**config.mk**
```make
export PLATFORM = sky130hd
export DESIGN_NAME = osc_fsm_multi
export DESIGN_NICKNAME = d
export VERILOG_FILES = /design/src/rtl/osc_fsm_multi.sv
export SDC_FILE = /design/constraint.sdc
export NUM_CORES = 1
export LEC_CHECK = 0
export BUFFER_PORTS_ARGS = -buffer_cell sky130_fd_sc_hd__buf_2
export CELL_PAD_IN_SITES_DETAIL_PLACEMENT = 0
export CELL_PAD_IN_SITES_GLOBAL_PLACEMENT = 2
export CORE_UTILIZATION = 27
export DETAILED_ROUTE_END_ITERATION = 8
export PLACE_DENSITY = 0.73
export REMOVE_ABC_BUFFERS = 1
export SYNTH_ARGS = -nofsm -noshare
export SYNTH_HDL_FRONTEND = slang
export SYNTH_SLANG_ARGS = --single-unit
```
**constraint.sdc**
```tcl
create_clock -name clk -period 1.2 [get_ports clk]
set_clock_uncertainty 0.05 [all_clocks]
set_input_delay 0.24 -clock clk [delete_from_list [all_inputs] [get_ports clk]]
set_output_delay 0.24 -clock clk [all_outputs]
set_load 0.01 [all_outputs]
```
**src/rtl/osc_fsm_multi.sv**
```systemverilog
// -----------------------------------------------------------------------------
// osc_fsm_multi
//   Multi-channel oscillator. While a[i] is held high, channel i drives a square
//   wave on y[i] with HALF_PERIOD cycles high followed by HALF_PERIOD cycles low.
//   Once a period has started it always runs to the end, so dropping a[i]
//   mid-period never produces a runt pulse. The channels are independent and
//   share only the global advance enable.
//
// Optional feature (compile-time macro OSC_BURST_LIMIT_EN):
//   Each request is limited to MAX_PERIODS periods. After the last period the
//   channel parks in HOLD (y=0, busy=1) until a[i] drops, so a new burst needs
//   a fresh rising request. Without the macro, oscillation continues for as
//   long as a[i] stays high.
//
// Parameters
//   CHANNELS     number of independent channels (>=1)
//   HALF_PERIOD  cycles y[i] spends high, then low, in each period (>=1)
//   MAX_PERIODS  periods per request, only used with OSC_BURST_LIMIT_EN (>=1)
//
// Ports
//   clk   in   1         system clock, rising edge
//   rst   in   1         asynchronous reset, active low
//   en    in   1         global advance enable; 0 freezes every channel
//   a     in   CHANNELS  per-channel oscillate request (level)
//   y     out  CHANNELS  per-channel square wave (decoded from state register)
//   busy  out  CHANNELS  channel is not idle
//   done  out  CHANNELS  one-cycle strobe on the last low cycle of each period
// -----------------------------------------------------------------------------
module osc_fsm_multi #(
  parameter int CHANNELS    = 4,
  parameter int HALF_PERIOD = 2,
  parameter int MAX_PERIODS = 3
) (
  input  logic                clk,
  input  logic                rst,
  input  logic                en,
  input  logic [CHANNELS-1:0] a,
  output logic [CHANNELS-1:0] y,
  output logic [CHANNELS-1:0] busy,
  output logic [CHANNELS-1:0] done
);

  // Phase counter width; a 1-cycle half period still gets a 1-bit counter.
  localparam int CW = (HALF_PERIOD > 1) ? $clog2(HALF_PERIOD) : 1;
  localparam logic [CW-1:0] CNT_LAST = CW'(HALF_PERIOD - 1);

  typedef enum logic [1:0] {
    IDLE = 2'd0,
    HIGH = 2'd1,
    LOW  = 2'd2,
    HOLD = 2'd3
  } state_t;

  // Reject nonsensical configurations at elaboration time.
  if (CHANNELS < 1 || HALF_PERIOD < 1 || MAX_PERIODS < 1) begin : g_bad_param
    $error("osc_fsm_multi: CHANNELS, HALF_PERIOD and MAX_PERIODS must all be >= 1");
  end

`ifdef OSC_BURST_LIMIT_EN
  localparam int PW = $clog2(MAX_PERIODS + 1);
  localparam logic [PW-1:0] PCNT_MAX = PW'(MAX_PERIODS);
`endif

  for (genvar i = 0; i < CHANNELS; i++) begin : g_ch
    state_t        state_q, state_d;
    logic [CW-1:0] cnt_q, cnt_d;
    logic          cnt_last;
`ifdef OSC_BURST_LIMIT_EN
    logic [PW-1:0] pcnt_q, pcnt_d;
`endif

    assign cnt_last = (cnt_q == CNT_LAST);

    // State register. The whole channel freezes while en is low, so the
    // enable gates the update here rather than in the next-state logic.
    // NOTE: sequential state uses non-blocking (<=) so every register samples
    // the pre-edge values, independent of statement order.
    always_ff @(posedge clk or negedge rst) begin
      if (!rst) begin
        state_q <= IDLE;
        cnt_q   <= '0;
`ifdef OSC_BURST_LIMIT_EN
        pcnt_q  <= '0;
`endif
      end else if (en) begin
        state_q <= state_d;
        cnt_q   <= cnt_d;
`ifdef OSC_BURST_LIMIT_EN
        pcnt_q  <= pcnt_d;
`endif
      end
    end

    // Next-state logic.
    // NOTE: every variable gets a default before the case so that no path
    // leaves it unassigned, which would otherwise infer a latch.
    always_comb begin
      state_d = state_q;
      cnt_d   = cnt_q;
`ifdef OSC_BURST_LIMIT_EN
      pcnt_d  = pcnt_q;
`endif
      case (state_q)
`ifdef OSC_BURST_LIMIT_EN
        IDLE: begin
          if (a[i]) begin
            state_d = HIGH;
            cnt_d   = '0;
            pcnt_d  = '0;
          end
        end
`else
        // HOLD cannot be reached without the burst limit; should it ever be
        // entered it behaves exactly like IDLE.
        IDLE, HOLD: begin
          if (a[i]) begin
            state_d = HIGH;
            cnt_d   = '0;
          end else begin
            state_d = IDLE;
          end
        end
`endif
        HIGH: begin
          if (cnt_last) begin
            state_d = LOW;
            cnt_d   = '0;
          end else begin
            cnt_d = cnt_q + 1'b1;
          end
        end
        LOW: begin
          if (cnt_last) begin
            // End of a period: the request is only re-examined here, which
            // is what guarantees every started period completes.
            cnt_d = '0;
`ifdef OSC_BURST_LIMIT_EN
            pcnt_d = pcnt_q + 1'b1;
            if (pcnt_d == PCNT_MAX) begin
              state_d = HOLD;
            end else begin
              state_d = a[i] ? HIGH : IDLE;
            end
`else
            state_d = a[i] ? HIGH : IDLE;
`endif
          end else begin
            cnt_d = cnt_q + 1'b1;
          end
        end
`ifdef OSC_BURST_LIMIT_EN
        HOLD: begin
          // Burst exhausted: wait for the request to drop before re-arming.
          if (!a[i]) begin
            state_d = IDLE;
          end
        end
`endif
        default: begin
          state_d = IDLE;
          cnt_d   = '0;
        end
      endcase
    end

    // Output decode straight from the state register.
    assign y[i]    = (state_q == HIGH);
`ifdef OSC_BURST_LIMIT_EN
    assign busy[i] = (state_q != IDLE);
`else
    assign busy[i] = (state_q == HIGH) || (state_q == LOW);
`endif
    // done is qualified by en so it fires once per period even if the channel
    // is frozen on its last low cycle.
    assign done[i] = (state_q == LOW) && cnt_last && en;
  end

endmodule

```
==> impl_results.md, run 1 <==
- Vias per inst: 4.712
- Cell breakdown of the critical path: ha_4 > and3_4 > buf_6
- Post-DP Area: 860.8 um2
- Violations in the final reports: negative setup slack
- Die Ht: 55.34 um
- Status: finished with violations
- CTS max path bufs: 2
- Endpoint required time on the critical path: 0.91 ns
- Chip Width: 55.34 um
- Post-synth cell types: 15
- Clock input transition at the sequential cells of the worst setup and hold paths: 0.06 ns
- Final Wtd Congestion: 0.7199
- Endpoint arrival time on the critical path: 1.16 ns
- Flops & latches, synth: 12
- Launching element type of the critical path: register
- Fraction of the yosys area taken by sequential cells: 39.09%
- Number of endpoints failing setup at the final stage: 21
- Remaining design rule violation count: 0
- PwrDens: 2592 nW/um2
- ANT nets after route: 0
- Final Hold Vio Count: 0
- Slowest cell on the critical path: dfrtp_1
- Leakage Power: 0.5615 nW
- Share of the clock period used by the worst path: 120.6%
- Pin slew with the least headroom to its limit: 0.3982 ns
- Number of CTS-inserted buffers: 3
- Antenna violations before repair: 0
- Post-route standard cell area excluding fillers: 1224 um2
- Worst slew margin: 73.46%
- Full die area: 3063 um2
- Final Net Count: 126
- Gate count after technology mapping: 82
- Aggregate routed wire length: 1.636 mm
- Area grow syn2layout: 59.28%
- Sum of net half-perimeters after detailed placement: 1.014 mm
- Total negative slack: -3.000 ns
- Pins Over Slew Limit: 0
- Syn avg cell area: 9.369 um2
- H-Tree Depth: 1
- Root buf cell: clkbuf_4
- Syn. warnings: 0
- Max FO, Critical Path: 3
- Wire length of the first global-routing pass: 3.105 mm
- Global route overflow: 0
- Peak VDD IR: 1410 uV
- End-of-flow core utilization: 47.25%
- PnR worst setup slack: -0.2466 ns
- Wirelength per Cell: 11.77 um
- 1st-iter DRT viols: 6
- Number of sinks driven by the clock tree: 12
- Critical Setup Path Class: register to primary output
- Minimum clock period: 1.447 ns
- CP endpoint kind: primary output
- Starting density of the core: 29.66%
- Max-cap viol count: 0
- Routed via count: 655
- Clock insertion delay at the later pin of the skew report: 0.26 ns
- Max Fclk: 691.3 MHz
- Number of I/O pins: 19
- Total track usage: 12.55%
- Fraction of final layout cells sized beyond drive strength 1: 57.80%
- Antenna fix cells: 0
- Type of the most critical hold path: input pin to register
- Pin count of the biggest net entering global routing: 24
- RSZ-0062 raised after global routing: yes
- Placeable core region: 2590 um2
- First-pass detailed-route iteration total: 3
- Area of the mapped netlist: 768.2 um2
- Standard-cell row count: 18
- Clock tree from TritonCTS: yes
- Vias in the first global route: 715
- Number of buffers inserted by port buffering: 18
- Largest stage delay, worst path: 0.43 ns
## state kept, by name, indices dropped and copies added, names as in the netlist
name	count
g_ch.cnt_last	4
g_ch.state_q	8
## cell usage after synthesis
| cell type | count | share of area, % |
|---|---|---|
| a21o_1 | 2 | 2.0 |
| dfrtp_1 | 12 | 39 |
| nor2b_1 | 4 | 3.3 |
| nor2_1 | 10 | 4.9 |
| inv_1 | 12 | 5.9 |
| o21ai_0 | 6 | 3.9 |
| buf_2 | 1 | 0.65 |
| a21oi_1 | 4 | 2.6 |
| and3_1 | 4 | 3.3 |
| a22o_1 | 6 | 6.8 |
| nor3b_1 | 2 | 2.0 |
| buf_4 | 5 | 4.9 |
| ha_1 | 8 | 13 |
| nor3b_2 | 4 | 6.5 |
| o21ai_1 | 2 | 1.3 |
## worst paths after layout
check                                               start                              to  slack [ns]  depth (start not counted)
max                        g_ch[1].state_q[1]$_DFFE_PN0P_                         done[1]       -0.25                          3
min                                                  a[3]  g_ch[3].state_q[0]$_DFFE_PN0P_        0.18                          2
max reg2reg                g_ch[2].state_q[0]$_DFFE_PN0P_  g_ch[2].state_q[0]$_DFFE_PN0P_       -0.16                          6
min reg2reg                g_ch[0].state_q[0]$_DFFE_PN0P_  g_ch[0].state_q[0]$_DFFE_PN0P_        0.52                          1
max in group asynchronous                             rst  g_ch[2].state_q[1]$_DFFE_PN0P_        0.57                          2
min in group asynchronous                             rst    g_ch[3].cnt_last$_DFFE_PN0P_        0.33                          2
## timing repair
action                     in CTS  in global routing
setup endpoints to repair      22                 24
hold endpoints to repair       12                  0
setup buffers                  10                  1
pin swaps                      15                 13
hold buffers                    1                  0
cloned                          0                  0
resized for setup              51                  8
## metrics by stage
step / power (mW) / worst slack [ns] / instances / hold slack, ns
6_report: 3.171 / -0.2466 / 139 / 0.1776
4_1_cts: 3.093 / -0.2518 / 139 / 0.1741
5_1_grt: 3.448 / -0.2867 / 139 / 0.1795
3_3_place_gp: 1.883 / -0.05100 / 125 / 0.07899
2_1_floorplan: 1.536 / -0.04356 / 76 / -0.1056
3_5_place_dp: 1.892 / -0.05993 / 125 / 0.07641
## area by class of cell
| class | count | area, um2 |
|---|---|---|
| well taps | 30 | 37.54 |
| flip-flops and latches | 12 | 300.3 |
| fillers | 240 | 1366 |
| inverters | 12 | 47.55 |
| clock buffers | 3 | 22.52 |
| repair buffers | 30 | 281.5 |
| multi-input cells | 52 | 534.3 |
## kinds of logic (layout without fill, tap and decap cells)
kind of cell             Yosys count  count (layout)  share of synthesized area [%]
AND/OR/NAND/NOR                   24              24                          19.87
AO/OA/AOI/OAI                     20              20                          16.61
buffers and inverters             18              45                          11.40
flip-flops                        12              12                          39.09
adder cells (fa/ha/maj)            8               8                          13.03
## power breakdown
| group | switching [mW] | internal (mW) | total [mW] |
|---|---|---|---|
| Sequential | 0.256 | 0.583 | 0.839 |
| Clock | 0.111 | 0.116 | 0.227 |
| Combinational | 0.850 | 1.26 | 2.11 |
| Total | 1.22 | 1.95 | 3.17 |
## per-layer routing
layer	track usage, %	share of wire [%]
met5	0	0
met3	3.513	2.8
met2	21.69	51
met4	3.214	0
met1	15.26	46
## layout by cell type, fill, tap and decap left out, drive strengths merged
master / netlist / layout
ha: 8 / 8
and3: 4 / 4
inv: 12 / 12
o21ai: 8 / 8
nor2b: 4 / 4
a21o: 2 / 2
nor3b: 6 / 6
clkbuf: 0 / 3
dfrtp: 12 / 12
nor2: 10 / 10
dlygate4sd3: 0 / 1
a22o: 6 / 6
buf: 6 / 29
a21oi: 4 / 4
## worst max-delay path: cells and delay by family, from the launching register on
kind                       cells  cell delay, ns
DFF                            1            0.43
buffers and inverters          1            0.11
and+or+nand+nor                1            0.17
adders and majority gates      1            0.19
(Power assumes the default switching activity.)
==> run 2, diff against run 1 <==
--- a/config.mk
+++ b/config.mk
@@ -8,9 +8,9 @@
 export BUFFER_PORTS_ARGS = -buffer_cell sky130_fd_sc_hd__buf_2
 export CELL_PAD_IN_SITES_DETAIL_PLACEMENT = 0
 export CELL_PAD_IN_SITES_GLOBAL_PLACEMENT = 2
-export CORE_UTILIZATION = 27
+export CORE_UTILIZATION = 33
 export DETAILED_ROUTE_END_ITERATION = 8
-export PLACE_DENSITY = 0.73
+export PLACE_DENSITY = 0.83
 export REMOVE_ABC_BUFFERS = 1
 export SYNTH_ARGS = -nofsm -noshare
 export SYNTH_HDL_FRONTEND = slang
==> constraint.sdc (replaced) <==
create_clock -name clk -period 1.69 [get_ports clk]
set_clock_uncertainty 0.05 [all_clocks]
set_input_delay 0.338 -clock clk [delete_from_list [all_inputs] [get_ports clk]]
set_output_delay 0.338 -clock clk [all_outputs]
set_load 0.01 [all_outputs]
==> run 2 against run 1 <==
Against the previous run:
- worst hold slack gained 0.085 ns
- combinational power shrank 63%
- power shrank 51%
- global-route usage shrank 0.16 points
- first-iteration DRC count is the same
- the flow now finishes without violations
- clock power shrank 3%
- cell count shrank 7.9%
- via count shrank 7.8%
- register-to-register slack gained 0.58 ns
- final area shrank 26%
==> impl_results.md, run 2 (synthesis results as in run 1) <==
- Count of cells along the worst register-to-register path: 5 (-1)
- Clock insertion delay at the later pin of the skew report: 0.26 ns (about the same)
- Post-CTS Resized: 0 (-100%)
- Total track usage: 12.39% (-0.16 points)
- Aggregate routed wire length: 1.330 mm (-19%)
- Pins Over Slew Limit: 0 (unchanged)
- First-pass detailed-route iteration total: 6 (+3)
- Placeable core region: 2212 um2 (-15%)
- Max FO, Critical Path: 3 (unchanged)
- Register-to-Register Setup Slack: 0.42 ns (+0.58 ns)
- Sequential power share: 35.4% (+8.9 points)
- Pin count of the biggest net entering global routing: 21 (-13%)
- Minimum clock period: 1.594 ns
- Largest stage delay, worst path: 0.37 ns (-0.06 ns)
- Wirelength per Cell: 10.39 um (-12%)
- Die Ht: 50.25 um (-9.2%)
- Switching power: 0.6250 mW (-49%)
- Remaining design rule violation count: 0 (unchanged)
- Clock input transition at the sequential cells of the worst setup and hold paths: 0.08 ns (+0.02 ns)
- Peak VDD IR: 692.5 uV (-51%)
- ANT nets after route: 0 (unchanged)
- Largest Register: g_ch.state_q
- RSZ-0062 raised after global routing: no
- Endpoint required time on the critical path: 1.30 ns (+0.39 ns)
- Share of the clock period used by the worst path: 94.29%
- Internal power of the cells: 0.9211 mW (-53%)
- Slowest cell on the critical path: dfrtp_1
- Multi-input combinational cell area: 380.4 um2 (-29%)
- Critical Setup Path Class: register to primary output
- Global route overflow: 0 (unchanged)
- Fill cell instance count of the final layout: 236 (-1.7%)
- Number of buffers inserted by port buffering: 18 (unchanged)
- Area grow syn2layout: 17.75%
- End-of-flow core utilization: 40.89% (-6.4 points)
- CP startpoint: g_ch[1].state_q[0]$_DFFE_PN0P_
- PwrDens: 1709 nW/um2 (-34%)
- H-Tree Depth: 1 (unchanged)
- Fraction of final layout cells sized beyond drive strength 1: 27.00% (-31 points)
- 1st-iter DRT viols: 6 (unchanged)
- Sum of net half-perimeters after detailed placement: 1.015 mm (about the same)
- Final Net Count: 116 (-7.9%)
- Max Fclk: 627.5 MHz
- Routed via count: 604 (-7.8%)
- Critical Path End: done[1]
- Most common cell after layout, fill and taps aside: buf_2
- Status: complete, no violations
- Type of the most critical hold path: input pin to register
- Number of sinks driven by the clock tree: 12 (unchanged)
- Clock tree from TritonCTS: yes
- Endpoint arrival time on the critical path: 1.21 ns (+0.05 ns)
- Clock share of power: 14.2% (+7.1 points)
- Total of hold buffers inserted after clock tree synthesis: 1 (unchanged)
- Final Hold Vio Count: 0 (unchanged)
- Number of endpoints failing setup at the final stage: 0 (-100%)
- Vias in the first global route: 556 (-22%)
- Full die area: 2525 um2 (-18%)
- Setup Buffers After CTS: 0 (-10)
- Number of CTS-inserted buffers: 3 (unchanged)
- Number of I/O pins: 19 (unchanged)
- Vias per inst: 4.719 (+0.14%)
- Total negative slack: 0 ns (+3.000 ns)
- Cell breakdown of the critical path: inv_1 > ha_1 > and3_1 > buf_2
- Origin of the critical flop-to-flop path: g_ch[0].state_q[0]$_DFFE_PN0P_
- Switching share of power: 40.42% (+2.1 points)
- Standard-cell row count: 17 (-1)
- Antenna fix cells: 0 (unchanged)
- Wire length of the first global-routing pass: 2.380 mm (-23%)
- R2R Path End: g_ch[0].cnt_last$_DFFE_PN0P_
- Root buf cell: clkbuf_4
- Pin slew with the least headroom to its limit: 0.2947 ns (-0.1035 ns)
- Antenna violations before repair: 0 (unchanged)
- Commonest non-fill, non-tap cells in the layout: 18 x buf_2, 12 x inv_1, 12 x dfrtp_1, 10 x nor2_1, 8 x ha_1
- Final hold slack: 0.2629 ns (+0.08534 ns)
- Starting density of the core: 34.73% (+5.1 points)
- CP endpoint kind: primary output
- Final total power: 1.546 mW (-51%)
- Flip-flop count of the largest register, all copies and words added: 8 (unchanged)
- Worst slew margin: 80.35% (+6.9 points)
- CTS max path bufs: 2 (unchanged)
- Final Wtd Congestion: 0.6873 (-4.5%)
- Combinational share of power: 50.3% (-16 points)
- Leakage Power: 0.5029 nW (-10%)
- Max-cap viol count: 0 (unchanged)
- Chip Width: 50.25 um (-9.2%)
- Register area: 300.3 um2 (unchanged)
- Launching element type of the critical path: register
[run 2: cell count changes in the layout (fill, tap and decap cells not counted), moves of 3 or more]
cell,change
ha_1,+8
and3_4,-4
nor2b_4,-3
and3_1,+4
inv_1,+9
buf_6,-19
buf_2,+11
nor2b_1,+4
ha_4,-7
inv_2,-8
[run 2: final cells by class]
cell class / count / share of cell area (%)
Inverter: 12 / 4.979
Tap cell: 28 / 3.873
Multi-Input combinational cell: 52 / 42.05
Sequential cell: 12 / 33.20
Clock buffer: 4 / 4.011
Timing Repair Buffer: 20 / 11.89
[run 2: power by group through the flow]
| stage | clock [mW] | combinational [mW] | sequential, mW |
|---|---|---|---|
| 2_1_floorplan | 0 | 0.576 | 0.514 |
| 3_3_place_gp | 0 | 0.776 | 0.554 |
| 3_5_place_dp | 0 | 0.785 | 0.551 |
| 4_1_cts | 0.229 | 0.790 | 0.547 |
| 5_1_grt | 0.244 | 0.895 | 0.571 |
| 6_report | 0.220 | 0.778 | 0.548 |
[run 2: how the worst min path moves through the flow]
stage	slack, ns	cells after the start	start	end
final	0.26	2	a[3]	g_ch[3].state_q[0]$_DFFE_PN0P_
after global routing	0.27	2	a[3]	g_ch[3].state_q[0]$_DFFE_PN0P_
after CTS	0.26	2	a[3]	g_ch[3].state_q[0]$_DFFE_PN0P_
after detailed placement	0.18	1	rst	g_ch[1].state_q[1]$_DFFE_PN0P_
after global placement	0.18	1	rst	g_ch[1].state_q[1]$_DFFE_PN0P_
after floorplan	-0.008	0	rst	g_ch[0].cnt_last$_DFFE_PN0P_
[run 2: through the flow]
stage | instance area (um2) | std cells | setup WS [ns]
after floorplan | 725.7 | 76 | 0.4464
after detailed placement | 858.3 | 123 | 0.3514
after global routing | 904.6 | 128 | 0.004658
final | 904.6 | 128 | 0.09645
after global placement | 858.3 | 123 | 0.3614
after CTS | 904.6 | 128 | 0.08065
[run 2: critical path, delay by kind of cell (launching register included)]
family                     cells  cell delay (ns)
DFF                            1             0.37
and+or+nand+nor                1             0.18
adders and majority gates      1             0.21
buffers and inverters          2             0.18
[run 2: layer usage]
metal | track usage (%) | routed length, um | part of all wire, % | vias up
li1 | - | - | - | 308
met1 | 16.35 | 651 | 49 | 285
met2 | 19.11 | 640 | 48 | 11
met3 | 1.818 | 38 | 2.9 | 0
met4 | 7.143 | 0 | 0 | 0
met5 | 0 | 0 | 0 | -
==> run 3, diff against run 2 <==
--- a/config.mk
+++ b/config.mk
@@ -10,7 +10,9 @@
 export CELL_PAD_IN_SITES_GLOBAL_PLACEMENT = 2
 export CORE_UTILIZATION = 33
 export DETAILED_ROUTE_END_ITERATION = 8
+export GPL_TIMING_DRIVEN = 0
 export PLACE_DENSITY = 0.83
+export RECOVER_POWER = 25
 export REMOVE_ABC_BUFFERS = 1
 export SYNTH_ARGS = -nofsm -noshare
 export SYNTH_HDL_FRONTEND = slang
==> run 3 against run 2 <==
Against the previous run:
- non-clock buffer count fell by 1
- utilization is 0.28 points lower
- worst hold slack got worse by 0.0063 ns
- critical path depth is the same
- register-to-register slack about the same
- final area shrank 0.69%
- largest power group unchanged
==> impl_results.md, run 3 (synthesis results as in run 1) <==
- Final hold slack: 0.2566 ns (-0.006280 ns)
- Count of cells along the worst register-to-register path: 5 (unchanged)
- Critical Setup Path Class: register to primary output
- CP startpoint: g_ch[0].state_q[0]$_DFFE_PN0P_
- Total track usage: 11.88% (-0.50 points)
- Post-DP Area: 850.8 um2 (-0.87%)
- Number of buffers inserted by port buffering: 18 (unchanged)
- Share of the clock period used by the worst path: 94.24% (about the same)
- Commonest non-fill, non-tap cells in the layout: 17 x buf_2, 12 x inv_1, 12 x dfrtp_1, 10 x nor2_1, 7 x ha_1
- PwrDens: 1717 nW/um2 (+0.45%)
- Launching element type of the critical path: register
- Type of the most critical hold path: input pin to register
- Setup Buffers After CTS: 0 (unchanged)
- Internal power of the cells: 0.9218 mW (about the same)
- Clock share of power: 14.3% (about the same)
- Worst Hold Depth: 2 (unchanged)
- Number of CTS-inserted buffers: 3 (unchanged)
- Remaining design rule violation count: 0 (unchanged)
- Clock insertion delay at the later pin of the skew report: 0.27 ns (about the same)
- Endpoint required time on the critical path: 1.30 ns (about the same)
- Pin count of the biggest net entering global routing: 25 (+19%)
- Number of sinks driven by the clock tree: 12 (unchanged)
- ANT nets after route: 0 (unchanged)
- Cell breakdown of the critical path: inv_1 > ha_2 > inv_1 > buf_2
- PnR worst setup slack: 0.09729 ns (+0.0008377 ns)
- Worst path top cell family by delay: flip-flops
- Largest stage delay, worst path: 0.41 ns (+0.04 ns)
- Max-cap viol count: 0 (unchanged)
- Bufs and invs on worst path: 3 (+1)
- Total negative slack: 0 ns (unchanged)
- Most common cell after layout, fill and taps aside: buf_2
- Max FO, Critical Path: 3 (unchanged)
- Register-to-Register Setup Slack: 0.41 ns (about the same)
- Clock tree from TritonCTS: yes
- Routed via count: 606 (+0.33%)
- Wirelength per Cell: 10.05 um (-3.3%)
- Sequential power share: 35.4% (about the same)
- RSZ-0062 raised after global routing: no
- Fraction of final layout cells sized beyond drive strength 1: 26.26% (-0.74 points)
- Final Net Count: 115 (-0.86%)
- 1st-iter DRT viols: 15 (+9)
- Global route overflow: 0 (unchanged)
- Antenna violations before repair: 0 (unchanged)
- Vias in the first global route: 512 (-7.9%)
- First-pass detailed-route iteration total: 6 (unchanged)
- Wire length of the first global-routing pass: 2.263 mm (-4.9%)
- Die Ht: 50.25 um (unchanged)
- Hold Crit Endpoint: g_ch[1].state_q[0]$_DFFE_PN0P_
- Switching share of power: 40.23% (-0.19 points)
- Slowest cell on the critical path: dfrtp_1
- Leakage Power: 0.4937 nW (-1.8%)
- Most numerous cell on the critical path: inv_1
- Max Fclk: 627.9 MHz (about the same)
- Standard-cell row count: 17 (unchanged)
- Combinational share of power: 50.4% (about the same)
- Aggregate routed wire length: 1.276 mm (-4.1%)
- Switching power: 0.6205 mW (-0.71%)
- Largest Register: g_ch.state_q
- Chip Width: 50.25 um (unchanged)
- Endpoint arrival time on the critical path: 1.20 ns (about the same)
- Area grow syn2layout: 16.94%
- Number of endpoints failing setup at the final stage: 0 (unchanged)
- Antenna fix cells: 0 (unchanged)
- Status: complete, no violations
- Pins Over Slew Limit: 0 (unchanged)
- Final Hold Vio Count: 0 (unchanged)
- Fill cell instance count of the final layout: 230 (-2.5%)
- Number of I/O pins: 19 (unchanged)
- Placeable core region: 2212 um2 (unchanged)
- H-Tree Depth: 1 (unchanged)
- R2R Path End: g_ch[0].cnt_last$_DFFE_PN0P_
- Worst slew margin: 58.47% (-22 points)
- Vias per inst: 4.772 (+1.1%)
- Peak VDD IR: 666.7 uV (-3.7%)
- Pin slew with the least headroom to its limit: 0.6230 ns (+0.3283 ns)
- Final Wtd Congestion: 0.6855 (-0.26%)
- Dpl ws: 0.3156 ns (-0.03582 ns)
- CTS max path bufs: 2 (unchanged)
- Root buf cell: clkbuf_4
- Minimum clock period: 1.593 ns (-0.0008377 ns)
- Hold wc startpoint: a[1]
- Post-route standard cell area excluding fillers: 898.4 um2 (-0.69%)
- Clock input transition at the sequential cells of the worst setup and hold paths: 0.08 ns (about the same)
- Full die area: 2525 um2 (unchanged)
- Flip-flop count of the largest register, all copies and words added: 8 (unchanged)
- CP endpoint kind: primary output
- Origin of the critical flop-to-flop path: g_ch[0].state_q[0]$_DFFE_PN0P_
- Starting density of the core: 34.73% (unchanged)
- Sum of net half-perimeters after detailed placement: 982 um (-3.2%)
run 3: layout make-up:
class,count,area (um2),area share (%)
multi-input cells,52,382.9,42.62
flip-flops and latches,12,300.3,33.43
repair buffers,19,98.84,11.00
inverters,12,45.04,5.014
clock buffers,4,36.28,4.039
well taps,28,35.03,3.900
run 3: timing repair:
action,CTS,global route
resized for setup,0,1
hold buffers,1,0
endpoints found under the setup margin,0,2
endpoints found under the hold margin,12,0
run 3: how the worst max path moves through the flow:
stage | end | slack [ns] | depth (start not counted)
floorplan | g_ch[0].cnt_last$_DFFE_PN0P_ | 0.45 | 5
global placement | done[1] | 0.32 | 3
detailed placement | done[3] | 0.32 | 3
CTS | done[1] | 0.08 | 4
global route | done[1] | 0.005 | 4
finish | busy[0] | 0.1 | 4
run 3: stage by stage:
step / instances / power, mW / util [%]
6_report: 127 / 1.542 / 40.61
3_5_place_dp: 122 / 1.332 / 38.46
4_1_cts: 127 / 1.560 / 40.55
3_3_place_gp: 122 / 1.324 / 38.46
2_1_floorplan: 76 / 1.090 / -
5_1_grt: 127 / 1.704 / 40.61
run 3: per-layer routing:
layer	part of all wire, %	GRT usage (%)	up-vias
met1	50	14.82	287
met3	2.4	1.818	0
met5	0	0	-
met4	0	7.143	0
li1	-	-	310
met2	47	19.11	9
run 3: power groups by stage:
stage | clock network [mW] | logic, mW | registers, mW
floorplan | 0 | 0.576 | 0.514
global placement | 0 | 0.771 | 0.552
detailed placement | 0 | 0.782 | 0.550
CTS | 0.227 | 0.786 | 0.546
global route | 0.251 | 0.887 | 0.566
finish | 0.220 | 0.777 | 0.545
